File: src/rtl/spi_mem_burst_if.sv
// Host-side request/stream signals and SPI RAM pins of spi_mem_burst.
// The slave modport is the engine's view; the master modport is the host/memory side.
interface spi_mem_burst_if #(
   parameter int ADDR_W = 16,
   parameter int LEN_W  = 4
);
   logic              start;
   logic              write;
   logic [ADDR_W-1:0] addr;
   logic [LEN_W-1:0]  len;
   logic [7:0]        wr_data;
   logic              wr_req;
   logic [7:0]        rd_data;
   logic              rd_valid;
   logic              busy;
   logic              done;
   logic              cs_n;
   logic              sck;
   logic              mosi;
   logic              miso;

   modport master (
      output start, write, addr, len, wr_data, miso,
      input  wr_req, rd_data, rd_valid, busy, done, cs_n, sck, mosi
   );

   modport slave (
      input  start, write, addr, len, wr_data, miso,
      output wr_req, rd_data, rd_valid, busy, done, cs_n, sck, mosi
   );
endinterface

File: src/rtl/spi_mem_burst.sv
// SPI mode-0 master for 23LC512-class serial RAM: command + address header
// followed by a read or write burst of len+1 bytes, byte-streamed to the host.
module spi_mem_burst #(
   parameter int ADDR_W  = 16,
   parameter int LEN_W   = 4,
   parameter int CLK_DIV = 1
) (
   input logic            clk,
   input logic            rst_n,
   spi_mem_burst_if.slave bus
);
   localparam int         SR_W   = 8 + ADDR_W;
   localparam int         BIT_W  = $clog2(SR_W);
   localparam int         DIV_W  = (CLK_DIV > 1) ? $clog2(CLK_DIV) : 1;
   localparam logic [7:0] CMD_RD = 8'h03;
   localparam logic [7:0] CMD_WR = 8'h02;

   typedef enum logic [1:0] {S_IDLE, S_CMD, S_DATA, S_DONE} state_t;

   state_t            state, state_next;
   logic [DIV_W-1:0]  div_cnt;
   logic [BIT_W-1:0]  bit_cnt;
   logic [LEN_W-1:0]  byte_cnt;
   logic [SR_W-1:0]   tx_sr;
   logic [7:0]        rx_sr;
   logic              wr_mode;
   logic              sck_q, cs_n_q, busy_q, done_q, wr_req_q, rd_valid_q;
   logic [7:0]        rd_data_q;
   logic              accept, half_end, bit_end, last_bit, last_byte;

   always_ff @(posedge clk or negedge rst_n) begin
      if (!rst_n) state <= S_IDLE;
      else        state <= state_next;
   end

   always_comb begin
      state_next = state;
      accept     = 1'b0;
      bit_end    = 1'b0;
      half_end   = (div_cnt == DIV_W'(CLK_DIV - 1));
      last_bit   = (bit_cnt == '0);
      last_byte  = (byte_cnt == '0);
      case (state)
         S_IDLE: begin
            if (bus.start) begin
               accept     = 1'b1;
               state_next = S_CMD;
            end
         end
         S_CMD: begin
            // a bit ends on the edge that closes its high phase
            bit_end = half_end & sck_q;
            if (bit_end && last_bit) state_next = S_DATA;
         end
         S_DATA: begin
            bit_end = half_end & sck_q;
            if (bit_end && last_bit && last_byte) state_next = S_DONE;
         end
         S_DONE:  state_next = S_IDLE;
         default: state_next = S_IDLE;
      endcase
   end

   always_ff @(posedge clk or negedge rst_n) begin
      if (!rst_n) begin
         div_cnt    <= '0;
         bit_cnt    <= '0;
         byte_cnt   <= '0;
         sck_q      <= 1'b0;
         cs_n_q     <= 1'b1;
         busy_q     <= 1'b0;
         done_q     <= 1'b0;
         wr_req_q   <= 1'b0;
         rd_valid_q <= 1'b0;
         rd_data_q  <= 8'h00;
      end else begin
         done_q     <= 1'b0;
         wr_req_q   <= 1'b0;
         rd_valid_q <= 1'b0;
         case (state)
            S_IDLE: begin
               if (accept) begin
                  cs_n_q   <= 1'b0;
                  busy_q   <= 1'b1;
                  sck_q    <= 1'b0;
                  div_cnt  <= '0;
                  bit_cnt  <= BIT_W'(SR_W - 1);
                  byte_cnt <= bus.len;
               end
            end
            S_CMD, S_DATA: begin
               if (half_end) begin
                  div_cnt <= '0;
                  sck_q   <= ~sck_q;
               end else begin
                  div_cnt <= div_cnt + DIV_W'(1);
               end
               if (bit_end) begin
                  if (!last_bit) begin
                     bit_cnt <= bit_cnt - BIT_W'(1);
                  end else begin
                     bit_cnt <= BIT_W'(7);
                     if (state == S_CMD) begin
                        wr_req_q <= wr_mode;
                     end else begin
                        if (!wr_mode) begin
                           rd_data_q  <= {rx_sr[6:0], bus.miso};
                           rd_valid_q <= 1'b1;
                        end
                        if (!last_byte) begin
                           byte_cnt <= byte_cnt - LEN_W'(1);
                           wr_req_q <= wr_mode;
                        end else begin
                           cs_n_q <= 1'b1;
                           busy_q <= 1'b0;
                           done_q <= 1'b1;
                        end
                     end
                  end
               end
            end
            default: ;
         endcase
      end
   end

   // Shift registers carry no reset; mosi is gated by state so they never leak out.
   always_ff @(posedge clk) begin
      if (accept) begin
         wr_mode <= bus.write;
         tx_sr   <= {(bus.write ? CMD_WR : CMD_RD), bus.addr};
      end else if (bit_end) begin
         rx_sr <= {rx_sr[6:0], bus.miso};
         if (last_bit && (state == S_CMD || !last_byte))
            tx_sr <= {bus.wr_data, {ADDR_W{1'b0}}};
         else
            tx_sr <= {tx_sr[SR_W-2:0], 1'b0};
      end
   end

   assign bus.mosi     = ((state == S_CMD) || (state == S_DATA && wr_mode)) ? tx_sr[SR_W-1] : 1'b0;
   assign bus.sck      = sck_q;
   assign bus.cs_n     = cs_n_q;
   assign bus.busy     = busy_q;
   assign bus.done     = done_q;
   assign bus.wr_req   = wr_req_q;
   assign bus.rd_valid = rd_valid_q;
   assign bus.rd_data  = rd_data_q;
endmodule

File: src/flat_wrapper.sv
// flat-port wrapper written by rule: the top's interface ports become plain ports
module spi_mem_burst_flat 
#(
   parameter int ADDR_W  = 16,
   parameter int LEN_W   = 4,
   parameter int CLK_DIV = 1
)
  (clk, rst_n, bus_start, bus_write, bus_addr, bus_len, bus_wr_data, bus_miso, bus_wr_req, bus_rd_data, bus_rd_valid, bus_busy, bus_done, bus_cs_n, bus_sck, bus_mosi);
  spi_mem_burst_if #(.ADDR_W(ADDR_W), .LEN_W(LEN_W)) bus_i ();
  input logic clk;
  input logic rst_n;
  input wire logic [$bits(bus_i.start)-1:0] bus_start;
  input wire logic [$bits(bus_i.write)-1:0] bus_write;
  input wire logic [$bits(bus_i.addr)-1:0] bus_addr;
  input wire logic [$bits(bus_i.len)-1:0] bus_len;
  input wire logic [$bits(bus_i.wr_data)-1:0] bus_wr_data;
  input wire logic [$bits(bus_i.miso)-1:0] bus_miso;
  output wire logic [$bits(bus_i.wr_req)-1:0] bus_wr_req;
  output wire logic [$bits(bus_i.rd_data)-1:0] bus_rd_data;
  output wire logic [$bits(bus_i.rd_valid)-1:0] bus_rd_valid;
  output wire logic [$bits(bus_i.busy)-1:0] bus_busy;
  output wire logic [$bits(bus_i.done)-1:0] bus_done;
  output wire logic [$bits(bus_i.cs_n)-1:0] bus_cs_n;
  output wire logic [$bits(bus_i.sck)-1:0] bus_sck;
  output wire logic [$bits(bus_i.mosi)-1:0] bus_mosi;
  assign bus_i.start = bus_start;
  assign bus_i.write = bus_write;
  assign bus_i.addr = bus_addr;
  assign bus_i.len = bus_len;
  assign bus_i.wr_data = bus_wr_data;
  assign bus_i.miso = bus_miso;
  assign bus_wr_req = bus_i.wr_req;
  assign bus_rd_data = bus_i.rd_data;
  assign bus_rd_valid = bus_i.rd_valid;
  assign bus_busy = bus_i.busy;
  assign bus_done = bus_i.done;
  assign bus_cs_n = bus_i.cs_n;
  assign bus_sck = bus_i.sck;
  assign bus_mosi = bus_i.mosi;
  spi_mem_burst #(.ADDR_W(ADDR_W), .LEN_W(LEN_W), .CLK_DIV(CLK_DIV)) u_core (.clk(clk), .rst_n(rst_n), .bus(bus_i));
endmodule
File: config.mk
export PLATFORM = sky130hd
export DESIGN_NAME = spi_mem_burst_flat
export DESIGN_NICKNAME = d
export VERILOG_FILES = /design/src/rtl/spi_mem_burst_if.sv /design/src/rtl/spi_mem_burst.sv /design/src/flat_wrapper.sv
export SDC_FILE = /design/constraint.sdc
export NUM_CORES = 1
export LEC_CHECK = 0
export ABC_CLOCK_PERIOD_IN_PS = 4250
export BUFFER_PORTS_ARGS = -buffer_cell sky130_fd_sc_hd__buf_2
export CAP_MARGIN = 20
export CORE_UTILIZATION = 25
export DETAILED_ROUTE_END_ITERATION = 8
export PLACE_DENSITY = 0.54
export SLEW_MARGIN = 30
export SYNTH_ARGS = -nofsm -noshare
export SYNTH_HDL_FRONTEND = slang
export SYNTH_SLANG_ARGS = --single-unit
export TNS_END_PERCENT = 5
File: constraint.sdc
create_clock -name clk -period 4.25 [get_ports clk]
set_input_delay 0.85 -clock clk [delete_from_list [all_inputs] [get_ports clk]]
set_output_delay 0.85 -clock clk [all_outputs]
set_load 0.01 [all_outputs]
==> implementation parameters <==
Parameter                              Value

Status
  Result of the run    complete, no violations

Die
  CORE AREA    10,300 um2
  Die height    105 um
  Top-level port count    48
  Die span in x    105 um
  Area of the die    10,900 um2
  Effective utilization at floorplan    25.6%
  Site Rows    37

Setup path
  Critical Path AT    2.71 ns
  Setup CP Type    reg2reg
  Kind of launch point of the worst setup path    flop
  Most frequent cell on the critical path    sky130_fd_sc_hd__inv_1
  Reg-to-reg critical path startpoint    u_core.state[0]
  Worst reg-to-reg setup slack    1.51 ns
  Worst path buffer plus inverter count    2
  Largest stage delay, worst path    0.60 ns
  Depth of the worst register-to-register path    5
  Critical Path RT    4.22 ns
  Worst path cell trace    inv_1, ha_1, nand2_1, inv_1, nor2_1
  Slowest cell on the critical path    sky130_fd_sc_hd__nor2_1
  Family with the most delay on the worst path    simple AND/OR/NAND/NOR gates
  Reg2reg end    u_core.rx_sr[5]
  Kind of end point of the critical path    flop
  Critical Path Fanout Max    23

Layout
  ANT cells    0
  Post-layout net count    316
  Most frequent standard cell in the layout excluding fill and tap cells    sky130_fd_sc_hd__nand2_1
  Sequential standard cell area    1590 um2
  Synth-to-Final Area Change    21.5%
  Combined area of the multi-input logic cells    955 um2
  Most frequent cells in the layout    51 x sky130_fd_sc_hd__nand2_1, 47 x sky130_fd_sc_hd__buf_2, 32 x sky130_fd_sc_hd__edfxtp_1
  Final instance count without filler cells    417
  Count of filler cells inserted in the layout    1,096
  Fraction of layout cells with a size suffix above 1    30.2%
  Fin area    3200 um2

STA
  Worst Tran Pin Value    0.725 ns
  Final-report max-slew violation count    0
  Crit path setup slack, layout    1.51 ns
  Minimum period implied by the final worst setup slack    2.74 ns
  Post-route worst hold slack    0.453 ns
  Relative max-transition margin    51.7%
  Fin Clk Skew    0.00727 ns
  Count of endpoints failing setup in the final report    0
  Post-route fraction of the period consumed by the critical path    64.5%
  RSZ-0062 raised after global routing    false
  Hold violation total from the final report    0
  Total negative slack for setup checks    0 ns
  FMAX    365 MHz

Synth
  Area fraction of the dominant cell type after synthesis    36.5%
  Flip-flop and latch count after synthesis    57
  Cell type with the largest total area after synthesis    sky130_fd_sc_hd__edfxtp_1
  Synth warnings    0
  Synthesized area per cell    11.4 um2
  Number of distinct library cells after synthesis    45
  Leading cell types by total area after synthesis    sky130_fd_sc_hd__edfxtp_1 36%, sky130_fd_sc_hd__dfrtp_1 23%, sky130_fd_sc_hd__nand2_1 7.4%
  Number of nets in the synthesized netlist    271
  Fraction of the yosys area taken by sequential cells    60.3%
  Mapped Cells    231
  Area of the mapped netlist    2630 um2

Route
  Detailed-routing iteration count for the pre-antenna-repair pass    4
  # DRC    0
  Vias per Instance    4.45
  Count of nets left with antenna violations after detail routing    0
  Final routed wirelength across all metal layers    5450 um
  DRT iter0 DRCs    61
  Routed wirelength normalized by instance count    13.1 um
  Vias    1,856

Job
  Number of violations of the max-capacitance limit    0

Min path
  Min-Delay Endpoint    u_core.rx_sr[2]
  Worst hold path depth    0
  Hold WC Path Type    reg2reg
  Start point of the worst hold path    u_core.rx_sr[1]

Clock tree
  CTS tree    yes
  CTS HTree Levels    3
  Clk sinks    57
  Clock tree root driver cell    sky130_fd_sc_hd__clkbuf_8
  Number of buffers between clock root and the deepest sink    2
  Clock-pin slew on the worst setup and hold paths    0.07 ns
  Post-CTS Repair Setup Buffers    0
  Number of gates resized after cts    0
  Number of buffers inserted for hold repair after clock tree synthesis    0
  Latest clock arrival within the worst-skew pair    0.34 ns
  Number of buffers added by the clock tree synthesis step    9

Power and ir drop
  Power Dens Cells    692 nW/um2
  Largest vdd supply drop    0.274 mV
  Leak pwr    0.00135 uW

Placement
  DPL Wire Length    3740 um
  Place WS    1.26 ns
  IO buf count    47
  Routability cong.    0.727
  Instance area after placement    2980 um2
  Placed insts    401

GRT
  Overall overflow remaining after global route    0
  Initial antenna violation count    0
  Global-route wire length before repair    9210 um
  Pin count of the biggest net entering global routing    26
  Total GRT Usage    10.7%
  Vias in the first global route    1,834
==> cells in the mapped netlist, drive strengths merged <==
master / number
a21o: 2
a21oi: 11
a22o: 1
a22oi: 2
a2bb2oi: 1
a41oi: 1
and3: 1
buf: 5
clkbuf: 8
dfrtp: 24
dfstp: 1
edfxtp: 32
ha: 7
inv: 8
mux2: 12
mux2i: 1
nand2: 53
nand2b: 1
nand3: 4
nor2: 9
nor2b: 3
nor3: 3
nor3b: 1
nor4: 2
nor4b: 1
o211ai: 2
o21a: 2
o21ai: 19
o22ai: 1
o31ai: 3
o32a: 1
o41ai: 1
or2: 1
or3: 1
or3b: 1
or4: 3
xnor2: 2
==> worst reg2reg max path, stage by stage (launching register included) <==
cell and delay [ns]:
sky130_fd_sc_hd__dfrtp_1 0.40, sky130_fd_sc_hd__inv_1 0.10, sky130_fd_sc_hd__ha_1 0.24, sky130_fd_sc_hd__nand2_1 0.50
sky130_fd_sc_hd__inv_1 0.54, sky130_fd_sc_hd__nor2_1 0.60
==> area by class of cell <==
class | count | area share (%)
multi-input combinational | 153 | 29.8
sequential | 57 | 49.6
tap | 136 | 5.32
clock inverter | 4 | 1.45
timing repair buffer | 47 | 7.35
inverter | 8 | 0.938
clock buffer | 12 | 5.51
==> cells by family after synthesis <==
family	after synthesis	share of synthesized area, %
compound gates	47	10.9
xor+xnor	2	0.665
fa+ha+maj	7	3.33
buf+inv	21	3.56
flops	57	60.3
mux	13	5.51
simple gates	84	15.7
==> state kept, by name (all words and copies together) (netlist names) <==
signal,cells
u_core.bit_cnt,5
u_core.bus.busy,1
u_core.bus.cs_n,1
u_core.bus.done,1
u_core.bus.rd_data,8
u_core.bus.rd_valid,1
u_core.bus.sck,1
u_core.bus.wr_req,1
u_core.byte_cnt,4
u_core.rx_sr,7
u_core.state,2
u_core.tx_sr,24
u_core.wr_mode,1
==> how the worst max path moves through the flow <==
stage / cells past startpoint / to / startpoint / slack (ns)
after CTS: 5 / u_core.rx_sr[5] / u_core.state[0] / 1.46
after global placement: 4 / u_core.rx_sr[6] / bus_start / 1.37
after global routing: 5 / u_core.rx_sr[5] / u_core.state[0] / 1.24
after detailed placement: 4 / u_core.rx_sr[5] / bus_start / 1.26
final: 5 / u_core.rx_sr[5] / u_core.state[0] / 1.51
after floorplan: 3 / u_core.tx_sr[0] / bus_start / 2.15
==> metrics by stage <==
step           power [uW]  utilization [%]
3_3_place_gp         1650             29.0
4_1_cts              2250             31.1
2_1_floorplan        1500                -
6_report             2220             31.1
3_5_place_dp         1680             29.0
5_1_grt              2380             31.1
==> routing by layer <==
layer  GRT usage [%]  share of wire [%]  wire, um  vias to the layer above
met1            14.1                 49      2700                      889
met4            3.62                1.0        57                        0
met5               0                  0         0                        -
met3            4.18                5.6       307                        7
li1                -                  -         -                      911
met2            16.1                 44      2390                       49
==> power breakdown <==
group,internal [uW],switching [uW],total [uW]
Clock,336,218,554
Sequential,876,93.0,969
Combinational,260,432,692
(Power assumes the default switching activity.)
